**src/rtl/axi_rd_arbiter.sv**
```systemverilog
// axi_rd_arbiter: round-robin arbiter sharing one AXI read port (AR + R)
// between NUM_M read engines. Grants are recorded in an in-order route FIFO
// so that R bursts are steered back to the engine that issued them.
// Optional build macro: AXI_ARB_QOS_EN selects the highest m_arqos among
// valid requesters, with round-robin order from rr_ptr breaking ties.
module axi_rd_arbiter #(
  parameter int NUM_M       = 4,
  parameter int ADDR_WIDTH  = 33,
  parameter int DATA_WIDTH  = 512,
  parameter int OUTSTANDING = 16
) (
  input  logic                        clk,
  input  logic                        arstn,
  input  logic [NUM_M*ADDR_WIDTH-1:0] m_araddr,
  input  logic [NUM_M*8-1:0]          m_arlen,
  input  logic [NUM_M*4-1:0]          m_arqos,
  input  logic [NUM_M-1:0]            m_arvalid,
  output logic [NUM_M-1:0]            m_arready,
  output logic [DATA_WIDTH-1:0]       m_rdata,
  output logic [1:0]                  m_rresp,
  output logic                        m_rlast,
  output logic [NUM_M-1:0]            m_rvalid,
  input  logic [NUM_M-1:0]            m_rready,
  output logic [ADDR_WIDTH-1:0]       s_araddr,
  output logic [7:0]                  s_arlen,
  output logic [2:0]                  s_arsize,
  output logic [1:0]                  s_arburst,
  output logic                        s_arid,
  output logic                        s_arvalid,
  input  logic                        s_arready,
  input  logic [DATA_WIDTH-1:0]       s_rdata,
  input  logic [1:0]                  s_rresp,
  input  logic                        s_rlast,
  input  logic                        s_rvalid,
  output logic                        s_rready
);

  localparam int IDX_W = (NUM_M > 1) ? $clog2(NUM_M) : 1;
  localparam int PTR_W = (OUTSTANDING > 1) ? $clog2(OUTSTANDING) : 1;

  typedef enum logic {ARB, ISSUE} state_t;

  state_t           state, next_state;
  logic [IDX_W-1:0] rr_ptr;
  logic [IDX_W-1:0] cand;
  logic [IDX_W-1:0] win;
  logic             found;
  logic             grant;

  logic [IDX_W-1:0] route_mem [OUTSTANDING];
  logic [PTR_W-1:0] wr_ptr, rd_ptr;
  logic [PTR_W:0]   count;
  logic             fifo_full, fifo_empty, pop;
  logic [IDX_W-1:0] head;

  logic [ADDR_WIDTH-1:0] req_addr [NUM_M];
  logic [7:0]            req_len  [NUM_M];

  for (genvar i = 0; i < NUM_M; i++) begin : g_unpack
    assign req_addr[i] = m_araddr[i*ADDR_WIDTH +: ADDR_WIDTH];
    assign req_len[i]  = m_arlen[i*8 +: 8];
  end

`ifdef AXI_ARB_QOS_EN
  logic [3:0] req_qos [NUM_M];
  logic [3:0] best_qos;

  for (genvar i = 0; i < NUM_M; i++) begin : g_qos
    assign req_qos[i] = m_arqos[i*4 +: 4];
  end

  // Winner = highest QoS; strict '>' keeps the earliest candidate in rr order on ties
  always_comb begin
    cand     = rr_ptr;
    found    = 1'b0;
    win      = '0;
    best_qos = '0;
    for (int k = 0; k < NUM_M; k++) begin
      if (m_arvalid[cand] && (!found || (req_qos[cand] > best_qos))) begin
        found    = 1'b1;
        win      = cand;
        best_qos = req_qos[cand];
      end
      cand = (cand == IDX_W'(NUM_M-1)) ? '0 : cand + 1'b1;
    end
  end
`else
  logic unused_qos;
  assign unused_qos = ^m_arqos;

  // Winner = first valid requester walking from rr_ptr, wrapping at NUM_M
  always_comb begin
    cand  = rr_ptr;
    found = 1'b0;
    win   = '0;
    for (int k = 0; k < NUM_M; k++) begin
      if (m_arvalid[cand] && !found) begin
        found = 1'b1;
        win   = cand;
      end
      cand = (cand == IDX_W'(NUM_M-1)) ? '0 : cand + 1'b1;
    end
  end
`endif

  // Next-state logic: grant only from ARB while the route FIFO has room
  always_comb begin
    next_state = state;
    grant      = 1'b0;
    case (state)
      ARB: begin
        if (found && !fifo_full) begin
          grant      = 1'b1;
          next_state = ISSUE;
        end
      end
      ISSUE: begin
        if (s_arready) next_state = ARB;
      end
      default: next_state = ARB;
    endcase
  end

  // The grant pulse is held low while reset is asserted
  assign m_arready = (grant && arstn) ? (NUM_M'(1) << win) : '0;
  assign s_arvalid = (state == ISSUE);
  assign s_arsize  = 3'($clog2(DATA_WIDTH/8));
  assign s_arburst = 2'b01;
  assign s_arid    = 1'b0;

  // State, rr pointer and the captured AR fields of the winner
  always_ff @(posedge clk or negedge arstn) begin
    if (!arstn) begin
      state    <= ARB;
      rr_ptr   <= '0;
      s_araddr <= '0;
      s_arlen  <= '0;
    end else begin
      state <= next_state;
      if (grant) begin
        rr_ptr   <= (win == IDX_W'(NUM_M-1)) ? '0 : win + 1'b1;
        s_araddr <= req_addr[win];
        s_arlen  <= req_len[win];
      end
    end
  end

  assign fifo_full  = (count == (PTR_W+1)'(OUTSTANDING));
  assign fifo_empty = (count == '0);
  assign head       = route_mem[rd_ptr];
  assign pop        = s_rvalid & s_rready & s_rlast;

  // Route FIFO storage; entries are only read while the occupancy says valid
  always_ff @(posedge clk) begin
    if (grant) route_mem[wr_ptr] <= win;
  end

  // Route FIFO pointers and occupancy; push and pop together hold the count
  always_ff @(posedge clk or negedge arstn) begin
    if (!arstn) begin
      wr_ptr <= '0;
      rd_ptr <= '0;
      count  <= '0;
    end else begin
      if (grant) wr_ptr <= wr_ptr + 1'b1;
      if (pop)   rd_ptr <= rd_ptr + 1'b1;
      case ({grant, pop})
        2'b10:   count <= count + 1'b1;
        2'b01:   count <= count - 1'b1;
        default: count <= count;
      endcase
    end
  end

  // R channel steering to the FIFO head owner; payload is broadcast
  assign s_rready = !fifo_empty && m_rready[head];
  assign m_rvalid = (!fifo_empty && s_rvalid) ? (NUM_M'(1) << head) : '0;
  assign m_rdata  = s_rdata;
  assign m_rresp  = s_rresp;
  assign m_rlast  = s_rlast;

endmodule

```
**config.mk**
```make
export PLATFORM = sky130hd
export DESIGN_NAME = axi_rd_arbiter
export DESIGN_NICKNAME = d
export VERILOG_FILES = /design/src/rtl/axi_rd_arbiter.sv
export SDC_FILE = /design/constraint.sdc
export NUM_CORES = 1
export LEC_CHECK = 0
export ABC_AREA = 1
export CAP_MARGIN = 20
export CELL_PAD_IN_SITES_DETAIL_PLACEMENT = 1
export CELL_PAD_IN_SITES_GLOBAL_PLACEMENT = 1
export CORE_AREA = 5 5 494 496
export CTS_BUF_LIST = sky130_fd_sc_hd__clkbuf_2
export DETAILED_ROUTE_END_ITERATION = 8
export DIE_AREA = 0 0 499 501
export PLACE_DENSITY_LB_ADDON = 0.1
export SYNTH_ARGS = -nofsm -noshare
export SYNTH_HDL_FRONTEND = slang
export SYNTH_SLANG_ARGS = --single-unit
```
**constraint.sdc**
```tcl
create_clock -name clk -period 4.04 [get_ports clk]
set_input_delay 0.404 -clock clk [delete_from_list [all_inputs] [get_ports clk]]
set_output_delay 0.404 -clock clk [all_outputs]
set_load 0.1 [all_outputs]
```
==> metrics <==
CTS clock-pin slew for the worst setup and hold paths=0.38 ns; leak pwr=5.659 nW; Hold Path Class=input port to flop; MaxCap Viol Count=0; Die Area=250000 sq um; GR Overflow Total=0; DRC viols=0; Seq. cell area=2390 sq um; vias=8739; WL per Instance=16.43 microns; r2r endpoint=s_araddr[9]$_DFFE_PN0P_; worst r2r src=rr_ptr[0]$_DFFE_PN0P_; post-route ant nets=0; CP startpoint=rr_ptr[0]$_DFFE_PN0P_; Data arrival, critical path=4.70 ns; final instance area=14750 sq um; CTS tree=done; Cell variety after synth=30; number of buffers and inverters on the critical path=9; vias in the first global route=9741; GPL Wtd Cong=0.6254; layout cells sized above 1=10.85%; IO Pins=1279; PortBufs=228; Detail Placement HPWL=54.07 mm; clk buf depth=2; crit end category=flop; Slew Limit Fails=0; cells on worst reg2reg path=20; Syn. warnings=0; R2R Setup Slk=0.28 ns; Cell Rows=180; initial DRC count=293; Final min period=3.757 ns; final worst setup slack=0.2829 ns; Critical Path RT=4.98 ns; filler cell count in the final layout=28770; Multi-input gate area=3212 sq um; Initial Util=4.328%; final setup violation count=0; synthesis-stage register bit count=89; average size of a mapped cell=6.762 sq um; Synth Instances=1531; CORE AREA=239200 sq um; die height=501 microns; post-synthesis cell area=10350 sq um; Inserted Clock Buffers=9; Tightest Pin Transition=1.108 ns; CP endpoint=s_araddr[9]$_DFFE_PN0P_; Max Clk Rate=266.2 MHz; initial antenna violation count=24; clk root buf=clkbuf_2; Largest stage delay, worst path=0.56 ns; outcome=finished clean; period utilization=93.00%; die width=499 microns; count of final hold-check violations=0; Placed Area=12880 sq um; H-tree depth=3; Cell Chain, Critical Path=ha_4, inv_2, nand2_4, buf_6, buf_4, buf_4, nor2_2, nand2_1, nand2_2, inv_2, nand3_4, buf_6, buf_12, nand2_1, nand3_1, dlygate4sd3_1, nand2_1, dlygate4sd3_1, nand2_1, nand2_1; commonest non-fill, non-tap cell in the layout=nand2_1; CP dominant cell by count=nand2_1; Max Clock Skew=0.05290 ns; vias per cell=1.905; worst vdd ir=0.5320 mV; All-Layer GR Usage=5.358%; worst skew pair latency=1.01 ns; First-pass DRT Iterations=4; crit-path leading delay family=buffers and inverters; area delta synth->final=42.43%; PwrDens=1095 nW/um^2; CP Depth=20; CTS Sinks=89; commonest non-fill, non-tap cells in the layout=nand2_1 (331), clkdlybuf4s50_1 (214), inv_1 (206); first-pass GRT wire length=89.78 mm; critical path type=flop to flop; slowest CP cell=dlygate4sd3_1; post-synthesis sequential area ratio=23.06%; nets=2109; relative slew slack=25.91%; setup slack at placement=0.2954 ns; Startpoint Class=flop; Routed WL=75.38 mm; largest net degree at the start of global routing=63; critical path peak fanout=45
[synth_stat cells (all sizes together)]
library cell / count / area [sq um]
nor4: 1 / 6.260
xnor2: 1 / 8.760
buf: 564 / 4146
a21oi: 6 / 30.03
nand3: 203 / 1016
a31oi: 2 / 12.51
o211ai: 3 / 22.52
ha: 14 / 175.2
a211oi: 1 / 7.510
clkbuf: 5 / 18.77
nor3: 5 / 25.02
edfxtp: 32 / 960.9
fa: 1 / 20.02
nand4: 2 / 12.51
or2: 3 / 18.77
o21ai: 10 / 50.04
nand3b: 1 / 7.510
conb: 2 / 7.510
nor2: 49 / 201.5
dfrtp: 57 / 1426
xor2: 6 / 52.55
nand2: 345 / 1308
inv: 218 / 818.3
[registers in the layout, indices dropped and copies added, names as in the netlist]
name and flops:
s_araddr 33, route_mem 32, s_arlen 8, count 5
rd_ptr 4, wr_ptr 4, rr_ptr 2, s_arvalid 1
[report_power, final]
part | internal, mW | total (mW) | switching, mW
logic | 4.70 | 13.8 | 9.13
clock network | 0.0967 | 0.631 | 0.534
registers | 1.46 | 1.70 | 0.245
[through the flow]
step / cells / TNS, ns / total power, mW / util (%) / hold WS [ns]
3_3_place_gp: 4418 / 0 / 13.15 / 5.385 / 0.3853
5_1_grt: 4582 / -0.1748 / 18.01 / 6.159 / 0.09402
2_1_floorplan: 1535 / 0 / 10.17 / - / 0.1084
6_report: 4588 / 0 / 16.15 / 6.165 / 0.2636
3_5_place_dp: 4418 / 0 / 13.07 / 5.385 / 0.3897
4_1_cts: 4561 / 0 / 15.85 / 6.028 / 0.004557
[worst min-delay path by stage]
stage                       startpoint                        to  slack (ns)  depth (start not counted)
after floorplan                  arstn      count[0]$_DFFE_PN0P_        0.11                          0
after global placement           arstn      count[2]$_DFFE_PN0P_        0.39                          1
after detailed placement         arstn      count[3]$_DFFE_PN0P_        0.39                          1
after CTS                 m_araddr[88]  s_araddr[22]$_DFFE_PN0P_       0.005                          7
after global routing      m_araddr[88]  s_araddr[22]$_DFFE_PN0P_        0.09                          7
final                     m_araddr[62]  s_araddr[29]$_DFFE_PN0P_        0.26                          7
[timing repair]
item,in CTS,in global routing
hold endpoints to repair,102,0
gates cloned,0,7
pin swaps,17,14
endpoints found under the setup margin,5,24
gates resized for setup,54,27
hold buffers,114,0
setup buffers,13,9
[cell type report]
class | instances | share of cell area (%)
tap | 3185 | 27.03
timing repair buffer | 410 | 28.42
antenna | 11 | 0.1867
sequential | 89 | 16.21
clock buffer | 10 | 0.3394
inverter | 218 | 5.719
clock inverter | 6 | 0.3224
multi-input combinational | 659 | 21.78
[layer usage]
metal,global-route usage (%),wire length [microns],up-vias
li1,-,-,3838
met1,5.521,28520,4053
met2,8.378,33840,648
met3,3.169,9037,188
met4,3.057,3690,12
met5,0.7718,280,-
[cells by family (layout without fill, tap and decap cells)]
group | Yosys count | count (layout) | share of synthesized area [%]
fa+ha+maj | 15 | 15 | 1.885
buf+inv | 787 | 644 | 48.14
compound gates | 22 | 22 | 1.184
simple gates | 609 | 609 | 25.07
flops | 89 | 89 | 23.06
xor+xnor | 7 | 7 | 0.5922
other cells | 2 | 17 | 0.07254
[worst min-delay path: stages]
cell             delay [ns]
clkdlybuf4s50_1        0.40
inv_1                  0.06
nand2_1                0.05
nand3_1                0.08
nand2_1                0.06
nand2_1                0.15
nand2_1                0.07
(Power assumes the default switching activity.)
